<file path="src/rtl/sram_stream_pkg.sv">
// Shared types and helpers for the SRAM streaming bus masters.
package sram_stream_pkg;

   // Controller state, one-hot so each state decodes from a single bit.
   typedef enum logic [2:0] {
      IDLE = 3'b001,
      REQ  = 3'b010,
      WAIT = 3'b100
   } state_t;

   // Number of bytes carried by one bus word.
   function automatic int bytes_per_word(input int data_width);
      return data_width / 8;
   endfunction

endpackage

</file>
<file path="src/rtl/sram_stream_reader_sync_fifo.sv">
// Synchronous FIFO with registered storage and a flush input.
// The head entry is read straight from storage, so a pushed word becomes
// visible the cycle after the push (no fall-through path from din).
module sync_fifo #(
   parameter int DATA_WIDTH = 32,
   parameter int DEPTH      = 8
) (
   input  logic                    clk,
   input  logic                    n_rst,
   input  logic                    push,
   input  logic                    pop,
   input  logic                    flush,
   input  logic [DATA_WIDTH-1:0]   din,
   output logic [DATA_WIDTH-1:0]   dout,
   output logic                    empty,
   output logic                    full,
   output logic [$clog2(DEPTH):0]  level
);

   localparam int PTR_W = $clog2(DEPTH);

   logic [DATA_WIDTH-1:0] mem_q [DEPTH];
   logic [PTR_W-1:0]      wr_ptr_q;
   logic [PTR_W-1:0]      rd_ptr_q;
   logic [PTR_W:0]        count_q;
   logic                  push_ok;
   logic                  pop_ok;

   // Flush takes priority; full/empty guard against overflow and underflow.
   assign push_ok = push && !full && !flush;
   assign pop_ok  = pop && !empty && !flush;

   assign empty = (count_q == '0);
   assign full  = (count_q == (PTR_W+1)'(DEPTH));
   assign level = count_q;
   // Empty FIFO presents zero rather than stale storage.
   assign dout  = empty ? '0 : mem_q[rd_ptr_q];

   // Storage write; contents need no reset because dout is masked when empty.
   always_ff @(posedge clk) begin
      if (push_ok) begin
         mem_q[wr_ptr_q] <= din;
      end
   end

   // Pointer and occupancy tracking; pointers wrap naturally (DEPTH is 2^n).
   always_ff @(posedge clk or negedge n_rst) begin
      if (!n_rst) begin
         wr_ptr_q <= '0;
         rd_ptr_q <= '0;
         count_q  <= '0;
      end else if (flush) begin
         wr_ptr_q <= '0;
         rd_ptr_q <= '0;
         count_q  <= '0;
      end else begin
         if (push_ok) wr_ptr_q <= wr_ptr_q + PTR_W'(1);
         if (pop_ok)  rd_ptr_q <= rd_ptr_q + PTR_W'(1);
         case ({push_ok, pop_ok})
            2'b10:   count_q <= count_q + (PTR_W+1)'(1);
            2'b01:   count_q <= count_q - (PTR_W+1)'(1);
            default: count_q <= count_q;
         endcase
      end
   end

endmodule

</file>
<file path="src/rtl/sram_stream_reader.sv">
// Bus master that reads a linear block of words, one request at a time,
// into a small FIFO presented as a valid/ready stream. A request is only
// issued while the FIFO has a free slot, so the FIFO cannot overflow.
module sram_stream_reader
   import sram_stream_pkg::*;
#(
   parameter int                    DATA_WIDTH = 32,
   parameter int                    ADDR_WIDTH = 32,
   parameter logic [ADDR_WIDTH-1:0] BASE_ADDR  = 32'h80000000,
   parameter int                    NUM_WORDS  = 1024,
   parameter int                    FIFO_DEPTH = 8
) (
   input  logic                          clk,
   input  logic                          n_rst,
   input  logic                          i_start,
   input  logic                          i_loop,
   input  logic                          i_abort,
   output logic                          o_busy,
   output logic                          o_done,
   output logic                          o_bus_en,
   output logic                          o_bus_rnw,
   output logic [ADDR_WIDTH-1:0]         o_bus_addr,
   input  logic                          i_bus_data_valid,
   input  logic [DATA_WIDTH-1:0]         i_bus_data,
   output logic                          o_valid,
   output logic [DATA_WIDTH-1:0]         o_data,
   input  logic                          i_ready,
   output logic [$clog2(FIFO_DEPTH):0]   o_level
);

   localparam int                    BPW        = bytes_per_word(DATA_WIDTH);
   localparam int                    CNT_W      = $clog2(NUM_WORDS + 1);
   localparam logic [ADDR_WIDTH-1:0] ALIGN_MASK = ~(ADDR_WIDTH'(BPW - 1));

   state_t                state_q, state_d;
   logic [ADDR_WIDTH-1:0] addr_q, addr_d;
   logic [CNT_W-1:0]      remaining_q, remaining_d;
   logic                  abort_q, abort_d;
   logic                  bus_en_q, bus_en_d;
   logic [ADDR_WIDTH-1:0] bus_addr_q, bus_addr_d;
   logic                  done_q, done_d;
   logic                  fifo_push;
   logic                  fifo_empty;
   logic                  fifo_full;

   // Next-state logic: one outstanding read, credit-gated on a free FIFO slot.
   always_comb begin
      state_d     = state_q;
      addr_d      = addr_q;
      remaining_d = remaining_q;
      abort_d     = abort_q;
      bus_en_d    = 1'b0;
      bus_addr_d  = bus_addr_q;
      done_d      = 1'b0;
      fifo_push   = 1'b0;
      case (state_q)
         IDLE: begin
            abort_d = 1'b0;
            if (i_start && !i_abort) begin
               addr_d      = BASE_ADDR;
               remaining_d = CNT_W'(NUM_WORDS);
               state_d     = REQ;
            end
         end
         REQ: begin
            if (i_abort) begin
               state_d = IDLE;
            end else if (!fifo_full) begin
               bus_en_d   = 1'b1;
               bus_addr_d = addr_q & ALIGN_MASK;
               state_d    = WAIT;
            end
         end
         WAIT: begin
            if (i_abort) abort_d = 1'b1;
            if (i_bus_data_valid) begin
               if (abort_q || i_abort) begin
                  // The in-flight word belongs to a cancelled pass: drop it.
                  abort_d = 1'b0;
                  state_d = IDLE;
               end else begin
                  fifo_push   = 1'b1;
                  addr_d      = addr_q + ADDR_WIDTH'(BPW);
                  remaining_d = remaining_q - CNT_W'(1);
                  if (remaining_q == CNT_W'(1)) begin
                     if (i_loop) begin
                        addr_d      = BASE_ADDR;
                        remaining_d = CNT_W'(NUM_WORDS);
                        state_d     = REQ;
                     end else begin
                        done_d  = 1'b1;
                        state_d = IDLE;
                     end
                  end else begin
                     state_d = REQ;
                  end
               end
            end
         end
         default: state_d = IDLE;
      endcase
   end

   // State and output registers.
   always_ff @(posedge clk or negedge n_rst) begin
      if (!n_rst) begin
         state_q     <= IDLE;
         addr_q      <= '0;
         remaining_q <= '0;
         abort_q     <= 1'b0;
         bus_en_q    <= 1'b0;
         bus_addr_q  <= BASE_ADDR;
         done_q      <= 1'b0;
      end else begin
         state_q     <= state_d;
         addr_q      <= addr_d;
         remaining_q <= remaining_d;
         abort_q     <= abort_d;
         bus_en_q    <= bus_en_d;
         bus_addr_q  <= bus_addr_d;
         done_q      <= done_d;
      end
   end

   sync_fifo #(
      .DATA_WIDTH (DATA_WIDTH),
      .DEPTH      (FIFO_DEPTH)
   ) u_fifo (
      .clk   (clk),
      .n_rst (n_rst),
      .push  (fifo_push),
      .pop   (i_ready),
      .flush (i_abort),
      .din   (i_bus_data),
      .dout  (o_data),
      .empty (fifo_empty),
      .full  (fifo_full),
      .level (o_level)
   );

   assign o_busy     = (state_q != IDLE);
   assign o_done     = done_q;
   assign o_bus_en   = bus_en_q;
   assign o_bus_rnw  = 1'b1;
   assign o_bus_addr = bus_addr_q;
   assign o_valid    = !fifo_empty;

endmodule

</file>
<file path="config.mk">
export PLATFORM = sky130hd
export DESIGN_NAME = sram_stream_reader
export DESIGN_NICKNAME = d
export VERILOG_FILES = /design/src/rtl/sram_stream_pkg.sv /design/src/rtl/sram_stream_reader_sync_fifo.sv /design/src/rtl/sram_stream_reader.sv
export SDC_FILE = /design/constraint.sdc
export NUM_CORES = 1
export LEC_CHECK = 0
export ABC_CLOCK_PERIOD_IN_PS = 5800
export CAP_MARGIN = 20
export CORE_MARGIN = 5
export CORE_UTILIZATION = 58
export CTS_CLUSTER_DIAMETER = 50
export CTS_CLUSTER_SIZE = 14
export DETAILED_ROUTE_END_ITERATION = 7
export MAX_ROUTING_LAYER = met4
export PLACE_DENSITY = 0.91
export SLEW_MARGIN = 15
export SYNTH_ARGS = -nofsm -noshare
export SYNTH_HDL_FRONTEND = slang
export SYNTH_SLANG_ARGS = --single-unit
</file>
<file path="constraint.sdc">
create_clock -name clk -period 5.8 [get_ports clk]
set_input_delay 1.16 -clock clk [delete_from_list [all_inputs] [get_ports clk]]
set_output_delay 1.16 -clock clk [all_outputs]
set_load 0.05 [all_outputs]
</file>
==> results of run 1 <==
[critical path: cells and delay by family, from the launching register on]
kind / cells / cell delay (ns)
buffers and inverters: 3 / 1.33
flip-flops: 1 / 0.73
multiplexers: 2 / 0.71
AND/OR/NAND/NOR: 1 / 0.05
[power groups by stage]
stage | Combinational (mW) | Sequential, mW | Clock, mW
after floorplan | 1.13 | 2.79 | 0
after global placement | 1.56 | 2.85 | 0
after detailed placement | 1.59 | 2.85 | 0
after CTS | 1.63 | 2.80 | 2.17
after global routing | 1.75 | 2.76 | 2.29
final | 1.68 | 2.75 | 2.14
[synthesized netlist by cell type (2+ instances only)]
cell / number / area, µm²
buf_1: 4 / 15.01
nor3b_1: 5 / 37.54
nand3b_1: 3 / 22.52
dfrtp_1: 85 / 2127
o31ai_1: 6 / 45.04
conb_1: 2 / 7.510
nor2_1: 64 / 240.2
buf_2: 13 / 65.06
nor3_2: 2 / 20.02
mux4_2: 64 / 1441
xor2_1: 8 / 70.07
nand3_1: 16 / 80.08
nand2b_1: 4 / 25.02
a21oi_1: 15 / 75.07
nor4b_1: 2 / 17.52
o22ai_1: 3 / 18.77
nor3_1: 17 / 85.08
o21ai_1: 5 / 25.02
o21a_1: 2 / 15.01
nand4_1: 16 / 100.1
nand2_1: 101 / 379.1
inv_1: 15 / 56.30
xnor2_1: 4 / 35.03
and4_1: 4 / 35.03
o41ai_2: 2 / 32.53
a31oi_1: 6 / 37.54
buf_4: 5 / 37.54
or3_1: 9 / 56.30
a211oi_1: 3 / 22.52
edfxtp_1: 256 / 7687
mux2_2: 3 / 33.78
dfstp_2: 2 / 52.55
clkbuf_1: 26 / 97.59
mux2i_1: 36 / 360.4
nor4_1: 10 / 62.56
o211a_1: 2 / 20.02
buf_6: 3 / 33.78
a22o_1: 5 / 43.79
or3b_1: 2 / 17.52
ha_1: 7 / 87.58
o21ai_0: 37 / 185.2
[area by class of cell]
cell class | count | share of cell area (%)
clock inverter | 14 | 1.145
timing repair buffer | 126 | 7.575
tap | 324 | 2.425
antenna | 1 | 0.01497
multi-input combinational | 488 | 24.18
sequential | 343 | 59.06
clock buffer | 36 | 5.262
inverter | 15 | 0.3368
[logic make-up (layout without fill, tap and decap cells)]
family,count (synthesis),after routing,synth area share [%]
AOI/OAI and AO/OA,96,96,4.531
other,2,4,0.05311
DFF,343,343,69.78
xor gates and xnor gates,12,12,0.7433
and+or+nand+nor,267,267,9.132
muxes,103,103,12.98
adders and majority gates,7,7,0.6194
buffers and inverters,66,191,2.159
[through the flow]
stage	util (%)	instance area, µm²	cells
after floorplan	-	14160	897
after global placement	64.47	15590	1294
after detailed placement	64.47	15590	1294
after CTS	68.90	16660	1344
after global routing	69.14	16720	1347
final	69.14	16720	1347
[registers in the layout, indices dropped and copies added (netlist names)]
signal and flops:
u_fifo.rd_ptr_q 3, abort_q 1, u_fifo.level 4, o_done 1
addr_q 30, u_fifo.wr_ptr_q 3, o_bus_en 1, u_fifo.mem_q 256
state_q 3, remaining_q 11, o_bus_addr 30
[cell usage in the layout (no fill, tap or decap), drive strengths merged, types with 36 or more instances in the layout]
master and count:
clkbuf 36, clkdlybuf4s50 107, dfrtp 85, edfxtp 256, mux2i 36, mux4 64, nand2 102, nor2 64
o21ai 42
[how the worst max path moves through the flow]
stage / slack, ns / from / endpoint
2_1_floorplan: 0.02 / i_abort / u_fifo.mem_q[0][0]
3_3_place_gp: 1.45 / i_abort / u_fifo.mem_q[7][8]
3_5_place_dp: 1.28 / i_abort / u_fifo.mem_q[7][4]
4_1_cts: 0.96 / u_fifo.rd_ptr_q[0] / o_data[5]
5_1_grt: 1.08 / u_fifo.rd_ptr_q[0] / o_data[5]
6_report: 1.26 / u_fifo.rd_ptr_q[0] / o_data[5]
[layer usage]
layer	vias up	global-route usage (%)	wire length, µm
met5	-	-	0
met4	0	7.245	1028
met3	84	3.761	2050
met2	411	40.77	16990
met1	4287	30.84	12470
li1	3665	-	-
==> summary.txt, run 1 <==
Status: completed
Die Area: 27,600 µm²
Post-CTS sizing: 0
DP Wirelength: 18.33 mm
Cell area after synthesis: 14,140 µm²
Yosys cell types: 63
FF-to-FF setup slack: 2.34 ns
Flop pwr share: 41.9%
Clk sinks: 343
Core box area: 24,180 µm²
Vias in the first global route: 8,676
Rel. slew slack: 27.49%
First-pass DRT Iterations: 5
Maxcap violations: 0
Fill count: 1,447
Register bit count reported by yosys: 343
Slowest CP cell: dfrtp_4
Mean Syn Cell Area: 15.78 µm²
Post-route setup slack: 1.263 ns
GPL Wtd Cong: 0.8881
CTS H-Tree Depth: 2
# IOs: 112
Worst hold slack: 0.4789 ns
Clock share of power: 32.6%
Pre-CTS WS: 1.282 ns
Sequential area share after synthesis: 69.78%
Leakage power: 5.737 nW
Number of port buffers: 108
Setup violators final: 0
Antenna violations before repair: 1
Clock slew at reported path FFs: 0.06 ns
Total power: 6.570 mW
R2R depth: 4
Antenna viol nets, final: 0
Hold_buf cts: 0
Unrepaired setup endpoints after global routing: false
Hold path depth: 2
FP Rows: 57
Slew Viols, Final: 0
Vias: 8,447
Hold Crit Endpoint: o_bus_addr[5]
FMAX: 220.4 MHz
FF/Latch Area: 9873 µm²
Reg-to-reg endpoint: u_fifo.mem_q[7][16]
Postcts setup bufs: 0
Sw Share: 31.07%
Most used DFF post-synth: edfxtp_1
Asr flop ratio synth: 25.36%
Final hold violation count: 0
Hold Path Origin: o_bus_addr[5]
Hold Crit Class: reg -> reg
TritonCTS clock tree: built
WS Path Type: reg -> out
Psw: 2.041 mW
Startpoint types: register
Overflow after GRT: 0
Global-route wire length before repair: 51.10 mm
Pwr dens: 393.1 nW/µm²
Cell Chain, Critical Path: buf_16, buf_4, mux4_2, mux2i_1, nor2_1, clkdlybuf4s50_1
Final Cycle Share: 78.23%
Die X: 166.1 µm
CP Capture Type: output pin
Die H: 166.1 µm
Worst Path Arrival: 3.38 ns
Routed WL: 32.55 mm
DR iter-0 viols: 1,024
DRC errors left: 0
Largest net degree at the start of global routing: 58
Tmin final: 4.537 ns
Initial Util: 58.48%
YS warnings: 0
Clk Tree Root Cell: clkbuf_16
Max Fanout on Critical Path: 36
CP required: 4.64 ns
# nets final: 1,054
Clk_lat worst skew: 0.52 ns
Setup TNS: 0 ns
Cells after Synth: 896
Area Overhead vs Synth: 18.22%
Combinational share of power: 25.6%
Worst slew pin tran: 1.085 ns
Layout cells sized above 1: 15.66%
Detailed-route vias per instance: 6.271
EDFF count, synth: 256
Setup Skew: 0.02761 ns
Clock tree buffer depth: 3
Int Power: 4.529 mW
Crit Reg-Reg Startpoint: state_q[1]
VDD IR max: 0.0002870 V
CP peak stage delay: 0.73 ns
GRT Total Usage: 24.18%
WL per Instance: 24.16 µm
Total CTS buffers: 34
Multi-input gate area: 4041 µm²
Note: power is estimated with default switching activity, not from simulation.
==> run 2: changes to the inputs <==
--- a/config.mk
+++ b/config.mk
@@ -5,15 +5,15 @@
 export SDC_FILE = /design/constraint.sdc
 export NUM_CORES = 1
 export LEC_CHECK = 0
-export ABC_CLOCK_PERIOD_IN_PS = 5800
+export ABC_CLOCK_PERIOD_IN_PS = 3830
 export CAP_MARGIN = 20
 export CORE_MARGIN = 5
-export CORE_UTILIZATION = 58
+export CORE_UTILIZATION = 52
 export CTS_CLUSTER_DIAMETER = 50
 export CTS_CLUSTER_SIZE = 14
 export DETAILED_ROUTE_END_ITERATION = 7
 export MAX_ROUTING_LAYER = met4
-export PLACE_DENSITY = 0.91
+export PLACE_DENSITY = 0.87
 export SLEW_MARGIN = 15
 export SYNTH_ARGS = -nofsm -noshare
 export SYNTH_HDL_FRONTEND = slang
==> constraint.sdc (replaced) <==
create_clock -name clk -period 3.83 [get_ports clk]
set_input_delay 0.766 -clock clk [delete_from_list [all_inputs] [get_ports clk]]
set_output_delay 0.766 -clock clk [all_outputs]
set_load 0.05 [all_outputs]
==> summary.txt, run 2 (synthesis gave the netlist of run 1 again) <==
Leakage power: 5.969 nW
Worst Path Arrival: 2.95 ns
Status: completed
CP Capture Type: output pin
Worst slew pin tran: 0.8920 ns
Total power: 9.727 mW
Clock tree buffer depth: 3
# nets final: 1,064
Maxcap violations: 0
Tmin final: 3.713 ns
Largest Register: u_fifo.mem_q
Routed WL: 30.98 mm
VDD IR max: 0.0003552 V
Die X: 174.9 µm
Detailed-route vias per instance: 6.034
Antenna viol nets, final: 0
Max reg flops: 256
Number of port buffers: 108
Final hold violation count: 0
Area Overhead vs Synth: 19.14%
FMAX: 269.3 MHz
Slowest CP cell: clkdlybuf4s50_1
Hold Crit Class: in -> async
Clk_lat worst skew: 0.56 ns
Antenna violations before repair: 1
Vias in the first global route: 8,515
Startpoint types: register
GRT Total Usage: 20.56%
CP peak stage delay: 0.72 ns
Final Cycle Share: 96.95%
Clk Tree Root Cell: clkbuf_16
TritonCTS clock tree: built
Die Area: 30,590 µm²
Commonest non-fill, non-tap cell in the layout: edfxtp_1
DRC errors left: 0
Overflow after GRT: 0
Area post-placement: 15,830 µm²
DR iter-0 viols: 834
Final cell count without fillers: 1,377
Final non-filler cell area: 16,850 µm²
Initial Util: 52.61%
Global-route wire length before repair: 48.53 mm
Unrepaired setup endpoints after global routing: false
Max Fanout on Critical Path: 14
Layout cells sized above 1: 15.94%
Pwr dens: 577.4 nW/µm²
DP Wirelength: 18.41 mm
Setup Skew: 0.01663 ns
WL per Instance: 22.49 µm
Dpl cells: 1,324
CTS H-Tree Depth: 1
Rel. slew slack: 40.53%
FP Rows: 60
Fill count: 1,825
WS Path Type: reg -> out
CP required: 3.06 ns
Clock slew at reported path FFs: 0.07 ns
Hold_buf cts: 0
Vias: 8,309
Slew Viols, Final: 0
# IOs: 112
Core box area: 26,880 µm²
Clk sinks: 343
First-pass DRT Iterations: 5
Largest net degree at the start of global routing: 71
Cell Chain, Critical Path: buf_12, mux4_2, mux2i_1, nor2_1, clkdlybuf4s50_1
Setup TNS: 0 ns
Most frequent cells in the layout: edfxtp_1 (256), nand2_1 (101), clkdlybuf4s50_1 (94)
Die H: 174.9 µm
Total CTS buffers: 31
Setup violators final: 0
GPL Wtd Cong: 0.8906
run 2: through the flow:
stage | worst slack (ns) | hold WS (ns) | util (%)
after floorplan | -0.8516 | 0.4614 | -
after global placement | 0.4130 | 0.4625 | 58.89
after detailed placement | 0.3208 | 0.4627 | 58.89
after CTS | 0.004952 | 0.3523 | 62.53
after global routing | 0.009462 | 0.4082 | 62.68
final | 0.1168 | 0.3263 | 62.68
run 2: layer usage:
layer  wire length, µm  vias to the layer above  track usage [%]
li1                  -                     3681                -
met1             12440                     4255            26.71
met2             16180                      320            35.47
met3              1758                       53            2.748
met4               603                        0            3.993
met5                 0                        -                -
run 2: repair_timing:
item                       CTS  global route
setup endpoints to repair   22            13
hold endpoints to repair     0             0
buffers inserted             1             0
resized for setup            0            13
run 2: area by class of cell:
type / count / area (µm²) / area share, %
well taps: 341 / 426.7 / 2.533
diodes: 1 / 2.502 / 0.01485
clock inverters: 9 / 116.4 / 0.6907
repair buffers: 139 / 1486 / 8.824
multi-input cells: 488 / 4050 / 24.04
flip-flops and latches: 343 / 9873 / 58.61
inverters: 15 / 56.30 / 0.3342
clock buffers: 41 / 834.6 / 4.954
run 2: worst paths after layout:
check	start	endpoint	slack (ns)	depth (start not counted)
min in group clk	o_bus_addr[14]	o_bus_addr[14]	0.48	2
max in group asynchronous	n_rst	o_bus_en	2.69	2
hold reg to reg	o_bus_addr[14]	o_bus_addr[14]	0.48	2
setup / recovery	u_fifo.rd_ptr_q[0]	o_data[2]	0.12	5
hold / removal	n_rst	o_bus_addr[21]	0.33	1
setup reg to reg	state_q[1]	u_fifo.mem_q[3][27]	1.06	5
run 2: worst max-delay path, delay by kind of cell, from the launching register on:
kind / cells / cell delay [ns]
buffers and inverters: 2 / 0.95
DFF: 1 / 0.66
and+or+nand+nor: 1 / 0.06
muxes: 2 / 0.71
run 2: report_power, final:
part,internal (mW),total (mW),switching [mW],leakage [nW]
Sequential,4.04,4.13,0.0915,3.49
Clock,1.66,2.98,1.32,0.463
Combinational,0.988,2.62,1.63,2.02
Total,6.69,9.73,3.04,5.97
